### config.mk
export PLATFORM = sky130hd
export DESIGN_NAME = multih_phase_detector
export DESIGN_NICKNAME = d
export VERILOG_FILES = /design/src/rtl/multih_phase_detector.sv
export SDC_FILE = /design/constraint.sdc
export NUM_CORES = 1
export LEC_CHECK = 0
export ABC_CLOCK_PERIOD_IN_PS = 6850
export CAP_MARGIN = 20
export CORE_ASPECT_RATIO = 0.7
export CORE_MARGIN = 3
export CORE_UTILIZATION = 50
export DETAILED_ROUTE_END_ITERATION = 10
export GPL_ROUTABILITY_DRIVEN = 0
export PLACE_DENSITY = 0.7
export SYNTH_ARGS = -nofsm -noshare
export SYNTH_HDL_FRONTEND = slang
export SYNTH_SLANG_ARGS = --single-unit
### constraint.sdc
create_clock -name clk -period 6.85 [get_ports clk]
set_clock_uncertainty 0.1 [all_clocks]
set_input_delay 0.685 -clock clk [delete_from_list [all_inputs] [get_ports clk]]
set_output_delay 0.685 -clock clk [all_outputs]
set_load 0.05 [all_outputs]
### src/rtl/multih_phase_detector.sv
// Purpose : symbol-rate carrier phase detector; CORDIC vectoring atan of derotated I/Q minus trellis reference phase.
// Latency : phaseErrorEn rises ITER+3 clocks after the edge that samples symEn (15 at ITER=12).
// Backpr. : none; symEn while busy is dropped and flagged on sticky overrun. Build option MULTIH_PHERR_LIMIT_EN clamps the error to +/-errLimit.
module multih_phase_detector #(
    parameter int ITER  = 12,
    parameter int ACC_W = 20
) (
    input  logic        clk,
    input  logic        reset,
    input  logic        symEn,
    input  logic [17:0] iIn,
    input  logic [17:0] qIn,
    input  logic [7:0]  refPhase,
    input  logic        refValid,
    input  logic [11:0] magThreshold,
    input  logic [6:0]  errLimit,
    input  logic        clrOverrun,
    output logic [7:0]  phaseError,
    output logic        phaseErrorEn,
    output logic        phaseErrorValid,
    output logic        busy,
    output logic        overrun
);

    localparam logic [2:0] S_IDLE = 3'd0;
    localparam logic [2:0] S_PRE  = 3'd1;
    localparam logic [2:0] S_ROT  = 3'd2;
    localparam logic [2:0] S_POST = 3'd3;
    localparam logic [2:0] S_OUT  = 3'd4;

    localparam logic [3:0] K_LAST = 4'(ITER - 1);
    localparam int         MW     = (ACC_W - 8 > 12) ? (ACC_W - 8) : 12;

    logic [2:0]              state_q, state_d;
    logic signed [ACC_W-1:0] x_q, x_d, y_q, y_d;
    logic [15:0]             z_q, z_d;
    logic [3:0]              k_q, k_d;
    logic [7:0]              ref_q, ref_d;
    logic                    refv_q, refv_d;
    logic                    zero_q, zero_d;
    logic [7:0]              e8_q, e8_d;
    logic                    valid_q, valid_d;
    logic [7:0]              pe_q, pe_d;
    logic                    pv_q, pv_d;
    logic                    en_q, en_d;
    logic                    ovr_q, ovr_d;

    logic signed [ACC_W-1:0] xs, ys;
    logic [15:0]             z_eff, e16;
    logic [7:0]              e8_rnd, e8_fin;
    logic                    mag_ok;

    // Elementary angles atan(2^-k), 65536 counts per turn.
    function automatic logic [15:0] atan_lut(input logic [3:0] k);
        case (k)
            4'd0:    atan_lut = 16'd8192;
            4'd1:    atan_lut = 16'd4836;
            4'd2:    atan_lut = 16'd2555;
            4'd3:    atan_lut = 16'd1297;
            4'd4:    atan_lut = 16'd651;
            4'd5:    atan_lut = 16'd326;
            4'd6:    atan_lut = 16'd163;
            4'd7:    atan_lut = 16'd81;
            4'd8:    atan_lut = 16'd41;
            4'd9:    atan_lut = 16'd20;
            4'd10:   atan_lut = 16'd10;
            4'd11:   atan_lut = 16'd5;
            4'd12:   atan_lut = 16'd3;
            4'd13:   atan_lut = 16'd1;
            default: atan_lut = 16'd0;
        endcase
    endfunction

    assign xs = x_q >>> k_q;
    assign ys = y_q >>> k_q;

    // Wrapped error, round half up with +127 saturation, optional clamp, and magnitude gate.
    always_comb begin
        // A null vector would drive every micro-rotation the same way and
        // accumulate the whole table, so its angle is forced to zero.
        z_eff = zero_q ? 16'h0000 : z_q;
        e16   = z_eff - {ref_q, 8'h00};
        if (e16[15:8] == 8'h7F && e16[7]) begin
            e8_rnd = 8'h7F;
        end else begin
            e8_rnd = e16[15:8] + {7'd0, e16[7]};
        end
        mag_ok = refv_q && (MW'(x_q[ACC_W-1:8]) >= MW'(magThreshold));
    end

`ifdef MULTIH_PHERR_LIMIT_EN
    logic [7:0] lim_pos, lim_neg;
    // Symmetric clamp of the rounded error to +/-errLimit.
    always_comb begin
        lim_pos = {1'b0, errLimit};
        lim_neg = 8'd0 - lim_pos;
        if ($signed(e8_rnd) > $signed(lim_pos)) begin
            e8_fin = lim_pos;
        end else if ($signed(e8_rnd) < $signed(lim_neg)) begin
            e8_fin = lim_neg;
        end else begin
            e8_fin = e8_rnd;
        end
    end
`else
    logic unused_errlimit;
    assign unused_errlimit = ^errLimit;
    assign e8_fin = e8_rnd;
`endif

    // FSM and datapath next state: capture, fold, ITER micro-rotations, error, publish.
    always_comb begin
        state_d = state_q;
        x_d     = x_q;
        y_d     = y_q;
        z_d     = z_q;
        k_d     = k_q;
        ref_d   = ref_q;
        refv_d  = refv_q;
        zero_d  = zero_q;
        e8_d    = e8_q;
        valid_d = valid_q;
        pe_d    = pe_q;
        pv_d    = pv_q;
        en_d    = 1'b0;
        case (state_q)
            S_IDLE: begin
                if (symEn) begin
                    x_d     = {{(ACC_W-18){iIn[17]}}, iIn};
                    y_d     = {{(ACC_W-18){qIn[17]}}, qIn};
                    ref_d   = refPhase;
                    refv_d  = refValid;
                    zero_d  = (iIn == 18'd0) && (qIn == 18'd0);
                    state_d = S_PRE;
                end
            end
            S_PRE: begin
                // Fold the left half-plane onto the right so the rotations converge.
                if (x_q[ACC_W-1]) begin
                    x_d = -x_q;
                    y_d = -y_q;
                    z_d = 16'h8000;
                end else begin
                    z_d = 16'h0000;
                end
                k_d     = 4'd0;
                state_d = S_ROT;
            end
            S_ROT: begin
                if (!y_q[ACC_W-1]) begin
                    x_d = x_q + ys;
                    y_d = y_q - xs;
                    z_d = z_q + atan_lut(k_q);
                end else begin
                    x_d = x_q - ys;
                    y_d = y_q + xs;
                    z_d = z_q - atan_lut(k_q);
                end
                if (k_q == K_LAST) begin
                    state_d = S_POST;
                end else begin
                    k_d = k_q + 4'd1;
                end
            end
            S_POST: begin
                e8_d    = e8_fin;
                valid_d = mag_ok;
                state_d = S_OUT;
            end
            S_OUT: begin
                pe_d    = e8_q;
                pv_d    = valid_q;
                en_d    = 1'b1;
                state_d = S_IDLE;
            end
            default: state_d = S_IDLE;
        endcase
    end

    // Sticky overrun: a new event beats a simultaneous clear.
    always_comb begin
        if (symEn && (state_q != S_IDLE)) begin
            ovr_d = 1'b1;
        end else if (clrOverrun) begin
            ovr_d = 1'b0;
        end else begin
            ovr_d = ovr_q;
        end
    end

    // State registers; reset aborts any computation in flight.
    always_ff @(posedge clk or negedge reset) begin
        if (!reset) begin
            state_q <= S_IDLE;
            x_q     <= '0;
            y_q     <= '0;
            z_q     <= '0;
            k_q     <= '0;
            ref_q   <= '0;
            refv_q  <= 1'b0;
            zero_q  <= 1'b0;
            e8_q    <= '0;
            valid_q <= 1'b0;
            pe_q    <= '0;
            pv_q    <= 1'b0;
            en_q    <= 1'b0;
            ovr_q   <= 1'b0;
        end else begin
            state_q <= state_d;
            x_q     <= x_d;
            y_q     <= y_d;
            z_q     <= z_d;
            k_q     <= k_d;
            ref_q   <= ref_d;
            refv_q  <= refv_d;
            zero_q  <= zero_d;
            e8_q    <= e8_d;
            valid_q <= valid_d;
            pe_q    <= pe_d;
            pv_q    <= pv_d;
            en_q    <= en_d;
            ovr_q   <= ovr_d;
        end
    end

    assign phaseError      = pe_q;
    assign phaseErrorValid = pv_q;
    assign phaseErrorEn    = en_q;
    assign overrun         = ovr_q;
    assign busy            = (state_q != S_IDLE);

endmodule
Word-level counts from Yosys, hierarchy flattened:

Memory sizes are Yosys's and may differ from the RTL's.
Cells that the tools add are included.

* bits of input ports: 68
* memories kept: 2
* ROM bits: 448
* output and inout bits: 12
* word-level logic and storage cells: 82
* flip-flop bits (word level): 93

* reduce and logical (&&, ||, !) cells: 16
* shift-type cells: 2
* equal/unequal tests: 10
* order comparisons: 1
* add/sub/neg operators: 11
* muxes and demuxes: 25

Memories
* (no name shown): words 16, width 14, rd ports 1, clocked after memory_dff 0, write ports 0, line 55 `case (k)`
* (no name shown): words 16, width 14, rd ports 1, clocked after memory_dff 0, write ports 0, line 55

Operators with widths (count)
* 20-bit 2-to-1 mux: 6
* 20-bit one-hot mux with 3 select lines: 2
* 16-bit 2-to-1 mux: 7
* 20-bit adder: 2
* 20-bit negator: 2
* 20-bit by 4-bit >>> shifter with 20-bit output: 2
* 20-bit subtractor: 2
* 18-bit logical NOT: 2
* 16-bit one-hot mux with 2 select lines: 1
* 16-bit subtractor: 2
* 16-bit adder: 1
* 12-bit >= comparator: 1
* 3-bit one-hot mux with 4 select lines: 1
* 8-bit by 1-bit adder with 8-bit output: 1
* 8-bit by 7-bit == test with 1-bit output (second input constant): 1
* 8-bit 2-to-1 mux: 1
* 2-bit != test (second input constant): 4
* 4-bit one-hot mux with 2 select lines: 1
* 2-bit AND reduction: 4
* 3-bit by 2-bit == test with 1-bit output (second input constant): 2
* 3-bit 2-to-1 mux: 2
* 3-bit nonzero test: 2
* 4-bit by 1-bit adder with 4-bit output (second input constant): 1
* 4-bit == test (second input constant): 1
* other kinds (8): 14

Depth between registers and ports, before layout:

An unclocked memory read counts as a cell.

* word-level depth: 6
* gate-level depth with buffers: 24
* mapped depth without buffers: 21

Worst setup path after synthesis:

OpenSTA, ideal clock, no wires.

* kind: reg2reg
* start point: reg k_q[1]
* end point: reg y_q[19]
* buffers on the path: 2
* required time: 6.609 ns
* data arrival time: 4.679 ns
* setup time: 0.141 ns
* clock period less this slack: 4.921 ns
* stages on the path, launching flop included: 20
* setup slack: 1.929 ns
* cell sequence: dfrtp_1 -> buf_6 -> buf_2 -> mux4_2 -> and3_1 -> a221o_1 -> nor3b_4 -> nand4b_4 -> nand2b_1 -> and2_1 -> xnor2_1 -> ha_1 -> and3_1 -> a221oi_1 -> a31oi_1 -> o41ai_1 -> o21ai_0 -> xnor2_1 -> a2111oi_0 -> a211oi_1

* word-level cells in the longest chain between the ends: 4
* elaborated cells between the ends (all ways): 5
* those cells by class: add/sub (2); shift (1); mux (2)

Ends and longest elaborated chain
* start: declaration: line 37 `logic [3:0] k_q, k_d;`
* start signal: assignment: line 213 `k_q <= k_d;`
* 20-bit by 4-bit >>> shifter with 20-bit output (*): line 74 `assign xs = x_q >>> k_q;`
* 20-bit subtractor or 20-bit adder (tied branches): line 152, 156
* 20-bit 2-to-1 mux (*): line 150 `if (!y_q[ACC_W-1]) begin`
* 20-bit one-hot mux with 3 select lines (*): line 126 `case (state_q)`
* end signal: assignment: line 211 `y_q <= y_d;`
* end: declaration: line 35 `logic signed [ACC_W-1:0] x_q, x_d, y_q, y_d;`

Every way passes the cells marked *; elsewhere a longest branch is shown, timed or not.
A chain may end at the register's enable or synchronous reset.

Worst setup path after layout:

Ends and elaborated chain as after synthesis.

==> results_dict.tcl <==
set metrics [dict create \
    clock-sinks 93 \
    synth_warnings 0 \
    grt_overflow_total 0 \
    clockRootBuffer "clkbuf_16" \
    setup_ws_ns 0.696 \
    finalCritPeriodShare 0.898 \
    drv_cap 0 \
    synthToLayoutAreaGrowth_pct 10.5 \
    cp.arrival_ns 6.28 \
    avgRoutedWirePerCell_um 20.1 \
    antenna_found_initial 1 \
    drt_iter0_drc 1084 \
    drive_above_1_share 0.0923 \
    grt-busiest-layer "met1" \
    cp-start-kind "register" \
    die_height_um 130 \
    r2r_end "y_q[19]" \
    row_count 44 \
    holdWs_ns 0.144 \
    avgSynthCellArea_um2 8.24 \
    cp_cell_sequence "mux4_2 -> a222oi_1 -> mux2i_1 -> inv_1 -> ha_1 -> and2_1 -> and4b_1 -> nand2_1 -> o41ai_1 -> xnor2_1 -> nor2_1 -> a31oi_1 -> ha_1 -> o21ai_0 -> a31oi_1 -> o41ai_1 -> o21ai_0 -> xnor2_1 -> a2111oi_0 -> a211oi_1" \
    num_vias 10400 \
    ys.flop_type "dfrtp_1" \
    setup_viol 0 \
    drv_slew 0 \
    nets 1518 \
    fp.coreArea_um2 21200 \
    vias_per_cell 6.31 \
    slowest_stage "dfrtp_2" \
    worst_slew_pin_slew_ns 1.21 \
    post-cts-setup-buffer-count 0 \
    grt_pass1_wl_um 52800 \
    crit_path_end_kind "register" \
    crit_family "compound AO/OA/AOI/OAI gates" \
    async_reset_ff_frac 1.00 \
    clk_pin_slew_worst_paths_ns 0.08 \
    hold_buffers 0 \
    synth_area_um2 11000 \
    hold_class "in -> async" \
    place_ws_ns 0.875 \
    syn_inst 1338 \
    synth_seq_area_share 0.211 \
    ant_nets 0 \
    grt_util_met2 0.391 \
    synth_top_area_cell "dfrtp_1" \
    met1_usage 0.409 \
    cts_tree "yes" \
    fillers 1896 \
    syn_nets 1496 \
    n_antenna_cell 0 \
    netlist_top_cells_area "dfrtp_1 21%, ha_1 9.8%, mux4_2 9.0%" \
    die-width_um 183 \
    portBuffers 72 \
    setup-tns-final_ns 0 \
    drt_wl_total_um 33000 \
    multi_input_area_um2 8100 \
    ys_ff_latch 93 \
    fin_util 0.575 \
    grt_max_degree 64 \
    worstSkewPairLatency_ns 0.37 \
    r2r_cells 20 \
    crit_path_max_incr_delay_ns 0.80 \
    hpwl_um 24500 \
    timing.final.hold_violations 0 \
    rrSetupSlack_ns 0.70 \
    htree_levels 3 \
    fmax_mhz 163 \
    relSlewSlack 0.188 \
    status "finished, final reports clean" \
    yosys.area.top_type_share 0.211 \
    r2r-start "k_q[1]" \
    startpoint "k_q[1]" \
    dieArea_um2 23900 \
    critPathKind "reg -> reg" \
    io_pins 80 \
    cts_inserted_buffers 9 \
    first_pass_iters 8 \
    synth-edff-count 0 \
    fin_crit_ns 6.15 \
    drc_errors 0 \
    rsz0062_at_grt "false" \
    path_depth 20 \
    endpoint "y_q[19]" \
    cts_resized 0 \
    worstPathRequired_ns 6.98 \
    gr-usage-all-layers 0.279 \
    path_max_fanout 30 \
    seqCellArea_um2 2330 \
    grt_pass1_vias 9600 \
    cts.path.max_buffers 2 \
    grt.met3_usage 0.0964 \
    synth_cell_types 79 \
    start_util 0.520 \
    cp_num_buf_inv 1 \
]
[metrics by stage]
| step | cell area [µm²] | instances |
|---|---|---|
| after floorplan | 11000 | 1338 |
| after global placement | 11900 | 1625 |
| after detailed placement | 11900 | 1625 |
| after CTS | 12200 | 1641 |
| after global routing | 12200 | 1641 |
| final | 12200 | 1641 |
[synth_stat cells (all sizes together), types with 12 or more instances]
library cell	count
nand2	154
nor2	117
o21ai	106
dfrtp	93
a21oi	90
ha	86
xnor2	71
inv	65
clkbuf	50
xor2	49
mux4	44
nor3	35
buf	29
a21o	25
mux2	23
mux2i	22
nor2b	22
a221oi	20
a31oi	17
nand3	17
nor4	16
and3	13
a211oi	12
nand2b	12
[placed cells by master, fill, tap and decap left out, types with 22 or more instances in the layout]
cell	n
nand2_1	154
nor2_1	114
o21ai_0	104
dfrtp_1	91
a21oi_1	90
ha_1	86
xnor2_1	71
clkdlybuf4s50_1	71
inv_1	63
xor2_1	49
mux4_2	44
nor3_1	33
a21o_1	25
mux2i_1	22
nor2b_1	22
mux2_2	22
[sequential cells by signal, indices dropped and copies added (netlist names)]
register	cells
state_q	3
valid_q	1
k_q	4
phaseError	8
z_q	16
overrun	1
phaseErrorValid	1
phaseErrorEn	1
y_q	20
zero_q	1
ref_q	8
e8_q	8
x_q	20
refv_q	1
[layer usage]
metal | routed length (µm) | vias to the layer above
li1 | - | 4922
met1 | 15600 | 4927
met2 | 12900 | 467
met3 | 3860 | 42
met4 | 664 | 4
met5 | 26 | -
[final cells by class]
cell class,instances,area share
inverters,68,0.0210
flip-flops and latches,93,0.191
clock buffers,9,0.0185
multi-input cells,1098,0.665
repair buffers,90,0.0701
clock inverters,7,0.00616
well taps,276,0.0284
[cells by family after synthesis]
family,count (synthesis),share of synthesized area
and+or+nand+nor,432,0.186
AOI/OAI and AO/OA,367,0.214
buffers and inverters,147,0.0553
xor gates and xnor gates,120,0.0953
DFF,93,0.211
adders and majority gates,90,0.105
muxes,89,0.133
[worst min-delay path by stage]
stage / end / slack (ns) / cells past startpoint
after floorplan: e8_q[0] / 0.29 / 0
after global placement: valid_q / 0.37 / 2
after detailed placement: valid_q / 0.37 / 2
after CTS: y_q[12] / 0.15 / 1
after global routing: y_q[13] / 0.17 / 1
final: y_q[12] / 0.14 / 1
Power is left out: the tool's default activity adds up to more than one toggle a clock period on the data nets, which glitch-free logic cannot reach.
